==> src/rtl/pipelined_adder_if.sv <==
`default_nettype none
// ============================================================================
//  Module      : pipelined_adder_if
//  Description : Valid/ready operand and result bundle for pipelined_adder.
//                The slave side is the adder; the master side drives operands
//                and consumes results.
//  Revision    : 1.0 - initial release
// ============================================================================
interface pipelined_adder_if #(
    parameter int WIDTH = 32
);
    logic             in_valid;
    logic             in_ready;
    logic [WIDTH-1:0] a;
    logic [WIDTH-1:0] b;
    logic             cin;
    logic             out_valid;
    logic             out_ready;
    logic [WIDTH-1:0] sum;
    logic             carry;
    logic             overflow;

    modport master (
        output in_valid, a, b, cin, out_ready,
        input  in_ready, out_valid, sum, carry, overflow
    );

    modport slave (
        input  in_valid, a, b, cin, out_ready,
        output in_ready, out_valid, sum, carry, overflow
    );
endinterface
`default_nettype wire

==> src/rtl/pipelined_adder.sv <==
`default_nettype none
// ============================================================================
//  Module      : pipelined_adder
//  Description : WIDTH-bit a + b + cin split into STAGES equal carry-ripple
//                chunks, one register stage per chunk, valid/ready handshake
//                with per-stage bubble collapsing. Produces unsigned carry and
//                two's-complement overflow alongside the sum.
//  Revision    : 1.0 - initial release
// ============================================================================
module pipelined_adder #(
    parameter int WIDTH  = 32,
    parameter int STAGES = 4
) (
    input  logic             clk,
    input  logic             rst_n,
    pipelined_adder_if.slave bus
);
    localparam int C_CHUNK = WIDTH / STAGES;

    // Per-stage state. Each stage carries the full operands so the next stage
    // can slice its own chunk; bits already consumed are pruned in synthesis.
    logic [STAGES-1:0] r_valid;
    logic [WIDTH-1:0]  r_a   [STAGES];
    logic [WIDTH-1:0]  r_b   [STAGES];
    logic [WIDTH-1:0]  r_sum [STAGES];
    logic [STAGES-1:0] r_cout;
    logic              r_ovf;

    logic [STAGES:0]   w_ready;
    logic [STAGES-1:0] w_vin;
    logic [WIDTH-1:0]  w_a_in    [STAGES];
    logic [WIDTH-1:0]  w_b_in    [STAGES];
    logic [WIDTH-1:0]  w_sum_nx  [STAGES];
    logic [STAGES-1:0] w_cout_nx;
    logic              w_ovf_nx;

    // Valid entering each stage: upstream stage valid, or in_valid for stage 0.
    assign w_vin = STAGES'({r_valid, bus.in_valid});

    // Chunk arithmetic for every stage
    for (genvar k = 0; k < STAGES; k++) begin : g_stage
        localparam int LO = k * C_CHUNK;

        logic [C_CHUNK-1:0] w_s;
        logic               w_co;
        logic               w_ci;
        logic [WIDTH-1:0]   w_low;

        if (k == 0) begin : g_first
            assign w_a_in[k] = bus.a;
            assign w_b_in[k] = bus.b;
            assign w_ci      = bus.cin;
            assign w_low     = '0;
        end else begin : g_next
            assign w_a_in[k] = r_a[k-1];
            assign w_b_in[k] = r_b[k-1];
            assign w_ci      = r_cout[k-1];
            assign w_low     = r_sum[k-1];
        end

        assign {w_co, w_s}  = {1'b0, w_a_in[k][LO +: C_CHUNK]}
                            + {1'b0, w_b_in[k][LO +: C_CHUNK]}
                            + {{C_CHUNK{1'b0}}, w_ci};
        assign w_sum_nx[k]  = w_low | (WIDTH'(w_s) << LO);
        assign w_cout_nx[k] = w_co;

        // Carry into the MSB is recovered as sum ^ a ^ b at that bit, so
        // overflow = carry_in(MSB) ^ carry_out(MSB).
        if (k == STAGES - 1) begin : g_last
            assign w_ovf_nx = w_co ^ w_s[C_CHUNK-1]
                            ^ w_a_in[k][WIDTH-1] ^ w_b_in[k][WIDTH-1];
        end
    end

    // Ready ripples back from out_ready; an empty stage is always ready.
    always_comb begin
        w_ready         = '0;
        w_ready[STAGES] = bus.out_ready;
        for (int k = STAGES - 1; k >= 0; k--) begin
            w_ready[k] = !r_valid[k] || w_ready[k+1];
        end
    end

    // Pipeline registers: a stage loads whenever it is ready, otherwise holds.
    always_ff @(posedge clk or negedge rst_n) begin
        if (!rst_n) begin
            r_valid <= '0;
            r_cout  <= '0;
            r_ovf   <= 1'b0;
            for (int k = 0; k < STAGES; k++) begin
                r_a[k]   <= '0;
                r_b[k]   <= '0;
                r_sum[k] <= '0;
            end
        end else begin
            for (int k = 0; k < STAGES; k++) begin
                if (w_ready[k]) begin
                    r_valid[k] <= w_vin[k];
                    r_a[k]     <= w_a_in[k];
                    r_b[k]     <= w_b_in[k];
                    r_sum[k]   <= w_sum_nx[k];
                    r_cout[k]  <= w_cout_nx[k];
                end
            end
            if (w_ready[STAGES-1]) begin
                r_ovf <= w_ovf_nx;
            end
        end
    end

    assign bus.in_ready  = w_ready[0];
    assign bus.out_valid = r_valid[STAGES-1];
    assign bus.sum       = r_sum[STAGES-1];
    assign bus.carry     = r_cout[STAGES-1];
    assign bus.overflow  = r_ovf;

endmodule
`default_nettype wire

==> src/flat_wrapper.sv <==
// flat-port wrapper written by rule: the top's interface ports become plain ports
module pipelined_adder_flat 
#(
    parameter int WIDTH  = 32,
    parameter int STAGES = 4
)
  (clk, rst_n, bus_in_valid, bus_a, bus_b, bus_cin, bus_out_ready, bus_in_ready, bus_out_valid, bus_sum, bus_carry, bus_overflow);
  pipelined_adder_if #(.WIDTH(WIDTH)) bus_i ();
  input  logic clk;
  input  logic rst_n;
  input wire logic [$bits(bus_i.in_valid)-1:0] bus_in_valid;
  input wire logic [$bits(bus_i.a)-1:0] bus_a;
  input wire logic [$bits(bus_i.b)-1:0] bus_b;
  input wire logic [$bits(bus_i.cin)-1:0] bus_cin;
  input wire logic [$bits(bus_i.out_ready)-1:0] bus_out_ready;
  output wire logic [$bits(bus_i.in_ready)-1:0] bus_in_ready;
  output wire logic [$bits(bus_i.out_valid)-1:0] bus_out_valid;
  output wire logic [$bits(bus_i.sum)-1:0] bus_sum;
  output wire logic [$bits(bus_i.carry)-1:0] bus_carry;
  output wire logic [$bits(bus_i.overflow)-1:0] bus_overflow;
  assign bus_i.in_valid = bus_in_valid;
  assign bus_i.a = bus_a;
  assign bus_i.b = bus_b;
  assign bus_i.cin = bus_cin;
  assign bus_i.out_ready = bus_out_ready;
  assign bus_in_ready = bus_i.in_ready;
  assign bus_out_valid = bus_i.out_valid;
  assign bus_sum = bus_i.sum;
  assign bus_carry = bus_i.carry;
  assign bus_overflow = bus_i.overflow;
  pipelined_adder #(.WIDTH(WIDTH), .STAGES(STAGES)) u_core (.clk(clk), .rst_n(rst_n), .bus(bus_i));
endmodule
==> config.mk <==
export PLATFORM = sky130hd
export DESIGN_NAME = pipelined_adder_flat
export DESIGN_NICKNAME = d
export VERILOG_FILES = /design/src/rtl/pipelined_adder_if.sv /design/src/rtl/pipelined_adder.sv /design/src/flat_wrapper.sv
export SDC_FILE = /design/constraint.sdc
export NUM_CORES = 1
export LEC_CHECK = 0
export ABC_AREA = 1
export CORE_AREA = 5 5 172 174
export CTS_CLUSTER_SIZE = 14
export DETAILED_ROUTE_END_ITERATION = 8
export DIE_AREA = 0 0 177 179
export GPL_TIMING_DRIVEN = 1
export HOLD_SLACK_MARGIN = 0.1
export PLACE_DENSITY = 0.54
export RECOVER_POWER = 25
export SLEW_MARGIN = 20
export SYNTH_ARGS = -nofsm -noshare
export SYNTH_HDL_FRONTEND = slang
export SYNTH_SLANG_ARGS = --single-unit
==> constraint.sdc <==
create_clock -name clk -period 2.28 [get_ports clk]
set_input_delay 0.456 -clock clk [delete_from_list [all_inputs] [get_ports clk]]
set_output_delay 0.456 -clock clk [all_outputs]
set_load 0.01 [all_outputs]
==> summary.md <==
| Metric | Value |
|---|---|
| TritonCTS buffer count | 17 |
| Critical path launch point type | input pin |
| Most numerous cell on the critical path | nor2_4 |
| Worst slew margin | 0.357 |
| Initial antenna violation count | 0 |
| Via count | around 6000 |
| Switching share of power | 0.318 |
| Worst-Skew Late Latency | roughly 0.42 ns |
| Fmax | roughly 480 MHz |
| #FFs+latches synth | about 190 |
| Slowest CP cell | clkdlybuf4s50_1 |
| Critical path peak fanout | 2 |
| Slew @ Worst Pin | between 0.9 and 1 ns |
| Initial drt markers | 408 |
| GP Congestion | 0.811 |
| Final instance area | approximately 0.010 mm² |
| Layout cells sized above 1 | 0.0603 |
| Critical path class | in -> out |
| Non-filler instance count after layout | roughly 1400 |
| Final period util | 0.922 |
| Root buffer cell | clkbuf_16 |
| Cells after Synth | ~940 |
| Worst path required time | roughly 1.8 ns |
| Core footprint | 0.0276 mm² |
| CTS tree | done |
| Grt ovf | 0 |
| GRT met3 Usage | 0.0306 |
| Peak VDD IR | 0.000393 V |
| Die X | about 180 µm |
| Vias per cell | about 4.2 |
| Commonest non-fill, non-tap cells in the layout | nand2_1 (346), dfrtp_1 (185), clkdlybuf4s50_1 (102), inv_1 (100), o21ai_0 (96) |
| GRT Max-Usage Layer | met1 |
| Met1 Use GR | 0.174 |
| Largest net degree at the start of global routing | 63 |
| Yosys warnings | 0 |
| Net Switching | 3.30 mW |
| Commonest non-fill, non-tap cell in the layout | nand2_1 |
| Placed Area | approximately 0.0098 mm² |
| GR Util All Layers | 0.118 |
| Routed Antenna Nets | 0 |
| Status | completed |
| Final Worst Setup Slack | between 0.15 and 0.2 ns |
| Fillers | between 2000 and 3000 |
| Syn_nets | around 1000 |
| HPWL after detailed placement | between 10000 and 15000 µm |
| Worst Clk Skew | slightly below 0.008 ns |
| Worst stage delay on the critical path | between 0.4 and 0.5 ns |
| Dpl cells | between 1000 and 1500 |
| Initial core utilization | 0.299 |
| Final hold viol count | 0 |
| Syn_area_per_cell | approximately 8.8 µm² |
| Area growth, synth to finish | 25.9% |
| IO buf count | ~100 |
| DIE AREA | about 0.032 mm² |
| Comb pwr share | 0.277 |
| ANT cells | 0 |
| Worst hold margin | ~0.47 ns |
| Die height | between 150 and 200 µm |
| Max H-tree Level | 4 |
| Nets@finish | around 1200 |
| CP bufs+invs | 2 |
| Max cap viols | 0 |
| Ports | 105 |
| Clock buffer depth | 2 |
| Lkg Pwr | between 5 and 6 nW |
| Clock Sink Count | between 150 and 200 |
| P_int | between 7 and 8 mW |
| Endpoint class of the critical path | output port |
| Synth unique cells | 28 |
| # DRC | 0 |
| Met2 usage in global routing | 0.170 |
| Final WL | ~18000 µm |
| Pwr Total | 10.4 mW |
| Place WS | -0.116 ns |
| Worst-path clk slew | around 0.070 ns |
| Worst reg2reg path startpoint | u_core.r_cout[2] |
| RSZ-0062 raised after global routing | false |
| Crit path cell chain | clkdlybuf4s50_1 -> nor2_4 -> nand2_2 -> nor2_4 -> nand2_4 -> dlygate4sd2_1 |
| Setup TNS | 0 ns |
| Clock Power Share | 0.280 |
| Fin crit period | ~2.1 ns |
| Synthesized area | around 0.0083 mm² |
| DRT Pass-1 Iters | 5 |
| Routed length per placed instance | between 10 and 15 µm |
| Hold Crit Class | reg -> reg |
| Worst setup path start | bus_out_ready |
| R2r setup slk | around 0.40 ns |
| Seq/Total Area, Yosys | 0.560 |
| Site row count | 61 |
| Worst EP arrival | 1.65 ns |
| Pwr/cell area | roughly 1000 mW/mm² |
| Post-layout util | 0.377 |
| Min-delay src | u_core.g_stage[2].w_low[10] |
| Sequential fraction of design power | 0.443 |
| Final Max Slew Viols | 0 |
| Final setup viols | 0 |
| Vias in the first global route | between 5000 and 6000 |
| Top Family by Delay on Critical Path | buffers and inverters |
| First-pass GRT wire length | 30300 µm |
state kept, by name, indices dropped and copies added, names as in the netlist:
name	flops
u_core.bus.overflow	1
u_core.r_b	48
u_core.bus.sum	32
u_core.r_valid	4
u_core.r_cout	4
u_core.r_a	48
u_core.g_stage.w_low	48
metal layers:
layer	routed length, µm	vias to the layer above
met1	9490	2728
met3	741	16
li1	-	3182
met4	206	0
met5	0	-
met2	7600	91
logic make-up after synthesis:
logic type,Yosys count,share of synthesized area
flops,185,0.560
simple gates,418,0.205
compound gates,147,0.0917
xor+xnor,16,0.0170
buf+inv,137,0.0649
fa+ha+maj,36,0.0618
area by class of cell:
cell class                 count  area [µm²]  share of cell area
clock buffer                  21         480              0.0462
tap                          378         473              0.0455
multi-input combinational    617        3100               0.298
clock inverter                11         110              0.0106
inverter                     102         383              0.0368
sequential                   185        4630               0.445
timing repair buffer         126        1230               0.118
path summary, 6_finish.rpt:
kind / endpoint / cells past startpoint
worst min-delay path: u_core.g_stage[3].w_low[10] / 2
max in group asynchronous: u_core.r_b[57] / 3
worst max-delay path: bus_in_ready / 6
worst max register to register: u_core.bus.overflow / 12
worst min register to register: u_core.g_stage[3].w_low[10] / 2
min in group asynchronous: u_core.r_b[109] / 2
power groups by stage:
stage | clock network, mW | logic (mW) | registers (mW)
after global placement | 0 | 2.89 | 4.64
after floorplan | 0 | 1.62 | 4.62
final | 2.91 | 2.87 | 4.59
after detailed placement | 0 | 2.93 | 4.66
after global routing | 3.12 | 3.31 | 4.69
after CTS | 2.99 | 2.94 | 4.60
repair_timing:
| item | 4_1_cts | 5_1_grt |
|---|---|---|
| endpoints found under the hold margin | 33 | 0 |
| resized for setup | 1 | 0 |
| buffers inserted | 0 | 0 |
| hold buffers | 1 | 0 |
| setup endpoints to repair | 1 | 0 |
synthesized netlist by cell type (all sizes together):
cell | count | area share
o21ai | 122 | 0.074
inv | 101 | 0.046
and2 | 1 | 0.00076
nand4 | 10 | 0.0076
buf | 14 | 0.0091
nor2 | 20 | 0.011
fa | 8 | 0.019
a21o | 3 | 0.0027
nand2 | 348 | 0.16
clkbuf | 21 | 0.0095
xor2 | 6 | 0.0064
a21oi | 13 | 0.0079
nand3b | 6 | 0.0054
nand3 | 28 | 0.017
dfrtp | 185 | 0.56
ha | 28 | 0.042
clkinv | 1 | 0.00045
xnor2 | 10 | 0.011
a31oi | 6 | 0.0045
or2 | 5 | 0.0038
o21bai | 3 | 0.0027
worst register-to-register path, cell delays in order, from the launching register on:
cell,delay [ns]
dfrtp_1,0.41
fa_1,0.46
inv_1,0.09
fa_1,0.20
inv_1,0.05
nand3_1,0.06
nand2_1,0.10
nand2_1,0.12
nand2_1,0.06
nand2_1,0.08
nand3_1,0.07
nand2_1,0.07
nand2_1,0.04
No activity file was read; power rests on OpenSTA's default activity.
